<file path="src/rtl/grf_mp_sb.sv">
// grf_mp_sb: general register file for the pipelined MIPS core.
//
// NUM_READ combinational read ports with write-to-read bypass, one
// synchronous write port, and a per-register pending-write scoreboard
// that lets decode detect RAW hazards against in-flight writers.
//
// Optional feature macro: GRF_TRACE_EN
//   defined     -> every committed write prints one trace line with its PC
//   not defined -> no trace output, WPC is ignored
//
// Issue handshake (IssueValid / IssueReady):
//   An issue is accepted on a rising Clock edge exactly when IssueValid and
//   IssueReady are both high. IssueReady is combinational from IssueAddr and
//   the scoreboard only; it never depends on IssueValid. When IssueValid is
//   high and IssueReady is low nothing changes, and decode holds the same
//   IssueAddr and retries. Issues to register 0 are always accepted and have
//   no effect.
module grf_mp_sb #(
    parameter int DATA_W   = 32,
    parameter int ADDR_W   = 5,
    parameter int NUM_READ = 2,
    parameter int CNT_W    = 2
) (
    input  logic                         Clock,
    input  logic                         Reset,
    input  logic                         RegWrite,
    input  logic [ADDR_W-1:0]            WA,
    input  logic [DATA_W-1:0]            WD,
    input  logic [31:0]                  WPC,
    input  logic [NUM_READ*ADDR_W-1:0]   RA,
    output logic [NUM_READ*DATA_W-1:0]   RD,
    output logic [NUM_READ-1:0]          RBusy,
    input  logic                         IssueValid,
    input  logic [ADDR_W-1:0]            IssueAddr,
    output logic                         IssueReady
);

    localparam int DEPTH = 1 << ADDR_W;
    localparam logic [CNT_W-1:0] CNT_MAX = '1;

    // Architectural register storage and pending-writer counters.
    logic [DATA_W-1:0] regs [DEPTH];
    logic [CNT_W-1:0]  cnt  [DEPTH];

    // A write that actually lands (register 0 is never written).
    logic wr_fire;
    // An issue that is accepted and targets a real register.
    logic issue_fire;
    // Per-register increment / decrement requests for this cycle.
    logic [DEPTH-1:0] inc_vec;
    logic [DEPTH-1:0] dec_vec;

    // Qualify write and issue; IssueReady drops only on a saturated counter.
    always_comb begin
        wr_fire    = RegWrite && (WA != '0);
        IssueReady = 1'b1;
        if (!Reset && (IssueAddr != '0) && (cnt[IssueAddr] == CNT_MAX)) begin
            IssueReady = 1'b0;
        end
        issue_fire = IssueValid && IssueReady && (IssueAddr != '0) && !Reset;
    end

    // Decode which counter moves; a write to an unscoreboarded register
    // (count already 0) leaves its counter alone.
    always_comb begin
        inc_vec = '0;
        dec_vec = '0;
        if (issue_fire) begin
            inc_vec[IssueAddr] = 1'b1;
        end
        if (wr_fire && (cnt[WA] != '0)) begin
            dec_vec[WA] = 1'b1;
        end
    end

    // Register array: cleared asynchronously, written on the rising edge.
    always_ff @(posedge Clock or posedge Reset) begin
        if (Reset) begin
            for (int r = 0; r < DEPTH; r++) begin
                regs[r] <= '0;
            end
        end else if (wr_fire) begin
            regs[WA] <= WD;
        end
    end

    // Scoreboard counters: +1 on accepted issue, -1 on resolving write,
    // unchanged when both hit the same register in the same cycle.
    always_ff @(posedge Clock or posedge Reset) begin
        if (Reset) begin
            for (int r = 0; r < DEPTH; r++) begin
                cnt[r] <= '0;
            end
        end else begin
            for (int r = 0; r < DEPTH; r++) begin
                if (inc_vec[r] && !dec_vec[r]) begin
                    cnt[r] <= cnt[r] + 1'b1;
                end else if (dec_vec[r] && !inc_vec[r]) begin
                    cnt[r] <= cnt[r] - 1'b1;
                end
            end
        end
    end

    // Read ports: each port is independent and identical.
    logic [DATA_W-1:0] rd_port   [NUM_READ];
    logic              busy_port [NUM_READ];

    for (genvar k = 0; k < NUM_READ; k++) begin : g_rd
        logic [ADDR_W-1:0] ra;
        logic              hit;
        logic [CNT_W-1:0]  cur_cnt;
        logic [CNT_W-1:0]  eff_cnt;

        // Bypass the in-flight write, then report whether a writer is still
        // outstanding once that write has been accounted for.
        always_comb begin
            ra           = RA[k*ADDR_W +: ADDR_W];
            hit          = wr_fire && (WA == ra);
            cur_cnt      = cnt[ra];
            eff_cnt      = cur_cnt;
            rd_port[k]   = '0;
            busy_port[k] = 1'b0;
            if (hit && (cur_cnt != '0)) begin
                eff_cnt = cur_cnt - 1'b1;
            end
            if (!Reset && (ra != '0)) begin
                rd_port[k]   = hit ? WD : regs[ra];
                busy_port[k] = (eff_cnt != '0);
            end
        end

        assign RD[k*DATA_W +: DATA_W] = rd_port[k];
        assign RBusy[k]               = busy_port[k];
    end

`ifdef GRF_TRACE_EN
    // Trace every committed write with the PC of the writing instruction.
    always @(posedge Clock) begin
        if (!Reset && wr_fire) begin
            $display("%d@%h: $%d <= %h", $time, WPC, WA, WD);
        end
    end
`else
    // WPC only feeds the trace; fold it into a deliberately unused net.
    logic unused_wpc;
    assign unused_wpc = ^WPC;
`endif

endmodule
</file>
<file path="config.mk">
export PLATFORM = sky130hd
export DESIGN_NAME = grf_mp_sb
export DESIGN_NICKNAME = d
export VERILOG_FILES = /design/src/rtl/grf_mp_sb.sv
export SDC_FILE = /design/constraint.sdc
export NUM_CORES = 2
export LEC_CHECK = 0
export BUFFER_PORTS_ARGS = -buffer_cell sky130_fd_sc_hd__buf_2
export CORE_AREA = 2 2 419 421
export DETAILED_ROUTE_END_ITERATION = 8
export DIE_AREA = 0 0 421 423
export GPL_ROUTABILITY_DRIVEN = 1
export GPL_TIMING_DRIVEN = 0
export MAX_ROUTING_LAYER = met4
export SYNTH_ARGS = -nofsm -noshare
export SYNTH_HDL_FRONTEND = slang
export SYNTH_SLANG_ARGS = --single-unit
</file>
<file path="constraint.sdc">
create_clock -name Clock -period 35.9 [get_ports Clock]
set_input_delay 1.795 -clock Clock [delete_from_list [all_inputs] [get_ports Clock]]
set_output_delay 1.795 -clock Clock [all_outputs]
set_load 0.05 [all_outputs]
</file>
==> results.cfg <==
[logic_synthesis]
ys_warn_count = 0
syn_area_per_cell_um2 = 14.6
synth_top_area_cell = dfrtp_1
ys_types = 52
yosysSeqAreaShare_pct = 45.0
synth-seq-cells = 1088
yosysMostFrequentCell = dfrtp_1
syn-cell-area_mm2 = 0.0605
syn_nets = 4274
ys_top_cells_by_count = dfrtp_1 (1088), mux2_2 (993), mux4_2 (503), mux2i_1 (258), clkbuf_1 (252)
synthArstFlopShare_pct = 100
syn_inst = 4152
synthTopCellsByArea = dfrtp_1 (45%), mux4_2 (19%), mux2_2 (18%)
synth_flop_cell = dfrtp_1
synth_top_area_share_pct = 45.0
synth-edff-count = 0

[drt]
viasPerCell = 6.16
ant_nets = 0
drtPass1Iterations = 5
wirelength_um = 233000
routed-via-count = 42100
drc_errors = 0
avgRoutedWirePerCell_um = 34.2
drtIter0Drc = 5048

[finish]
drive_gt1_share_pct = 44.5
area_growth_pct = 12.9
fin_area_mm2 = 0.0683
fin_nets = 4519
layout.cells.non_filler = 6833

[clock_tree]
holdBufCountCts = 0
cts_max_level = 3
cts_buffers = 116
clock_path_buffers = 3
insertion_delay_ns = 0.74
cts.sinks = 1088
cts_setup_buffers = 0
cts_root_buffer = clkbuf_16
cts_resized = 0
cts_tree = built
clk_pin_slew_ns = 0.06

[worst_setup_path]
cpMaxStageDelayCell = buf_1
crit_type = input port to output port
path_common_cell = buf_2
cp_data_arrival_time_ns = 6.60
crit_chain = buf_2 -> buf_2 -> buf_1 -> buf_1 -> nand3_1 -> nand3_1 -> mux2i_1 -> ha_1 -> nor3_1 -> nor4_1 -> nor4_1 -> buf_2
max_stage_delay_ns = 1.05
cp_max_fo = 10
path_buf_inv = 5
end_kind = output port
crit_required_ns = 34.10
critPathTopFamily = buffers and inverters
cp-start-kind = input port

[sta]
max_freq_ghz = 0.119
rsz0062_at_grt = no
finalCriticalPeriod_ns = 8.40
whs_ns = 0.476
skew_ns = 0.0158
worstMarginPinSlew_ns = 1.44
post-route-period-util_pct = 23.4
timing.slew.headroom_pct = 3.89
drv_slew = 0
hold_viol_final = 0
setup_tns_ns = 0
final-setup-viol-count = 0

[pwr]
power.density_mw_per_mm2 = 57.9
ir_drop_uv = 42.8
power.leakage_nw = 29.5

[placement]
dp.cells = 6604
io_buffers = 118
gp_congestion = 0.980
post_dp_cell_area_mm2 = 0.0643
hpwlAfterDp_um = 182000

[grt]
grt_start_max_net_pins = 130
grt_pass1_wl_um = 326000
grt_usage_pct = 26.6
grt_pass1_vias = 41800
antenna_found_initial = 12
grt-ovfl-total = 0

[hold_path]
hold_class = flop to flop

[floorplanning]
placementRows = 153
die_y_um = 423
die_x_um = 421
dieArea_mm2 = 0.178
io_pins = 155
start_util_pct = 34.9
core_area_mm2 = 0.173

[run_status]
status = finished, final reports clean

[run]
drv_cap = 0
[cells by family (layout without fill, tap and decap cells)]
kind of cell             Yosys count  in the layout  share of synthesized area (%)
multiplexers                    1754           1754                           41.4
AND/OR/NAND/NOR                  283            283                           2.35
buffers and inverters            460            801                           3.53
flip-flops                      1088           1088                           45.0
AO/OA/AOI/OAI                    425            425                           5.45
XOR/XNOR                         106            106                           1.53
other                              2             17                         0.0124
adder cells (fa/ha/maj)           34             34                          0.703
[state kept, by name, indices dropped and copies added, names as in the netlist]
signal,count
regs,1024
cnt,64
[cells in the final DEF (no fill, tap or decap), types with 7 or more instances in the layout]
master,instances
nand3_1,19
bufinv_16,10
a21oi_1,73
nor2_1,106
clkbuf_8,31
o22ai_1,8
buf_1,34
nand2b_1,7
buf_4,15
buf_6,26
xor2_1,65
mux2_2,993
nor2b_1,40
dfrtp_1,1088
clkbuf_1,272
a221o_1,32
a221oi_1,128
clkinvlp_4,7
a211o_1,32
mux4_2,503
buf_2,244
clkinv_2,19
clkbuf_16,116
nor3_1,18
o21bai_1,64
nand2_1,37
mux2i_1,258
or2_1,10
nand3b_1,8
a22oi_1,76
ha_1,34
buf_16,9
diode_2,15
xnor2_1,41
[cell type report]
type                            count  area [um^2]
Inverter                            6         30.0
Clock buffer                      170         3420
Clock inverter                     44          591
Sequential cell                  1088        27200
Timing Repair Buffer              127          838
Tap cell                         2325         2910
Antenna cell                       15         37.5
Multi-Input combinational cell   2604        31200
Buffer                            454         2120
Fill cell                       16200       105000
[where the power goes]
group / switching, mW / internal [mW] / leakage, nW
sequential: 0.232 / 1.48 / 13.9
combinational: 0.460 / 0.501 / 13.6
clock: 0.552 / 0.732 / 1.96
[final timing paths]
check / from / endpoint / slack [ns] / cells after the start
worst max-delay path: RA[1] / RBusy[0] / 27.50 / 12
worst min-delay path: regs[995] / regs[995] / 0.48 / 1
worst max register to register: cnt[8] / cnt[51] / 32.61 / 9
worst min register to register: regs[995] / regs[995] / 0.48 / 1
max in group asynchronous: Reset / regs[1008] / 32.81 / 4
min in group asynchronous: Reset / cnt[63] / 1.32 / 2
[metal layers]
metal,global-route usage [%],vias to the layer above,wire (um)
met3,4.19,621,17500
li1,-,16600,-
met2,39.6,2304,105000
met4,16.8,0,17000
met5,-,-,0
met1,34.1,22600,93800
[through the flow]
step / total power, mW / setup slack, ns / util [%]
3_3_place_gp: 2.63 / -12.33 / 37.0
6_report: 3.96 / 27.50 / 39.4
2_1_floorplan: 2.35 / 3.40 / -
4_1_cts: 3.94 / 27.74 / 39.4
3_5_place_dp: 2.66 / 27.77 / 37.1
5_1_grt: 4.09 / 27.64 / 39.4
(Power assumes the default switching activity.)
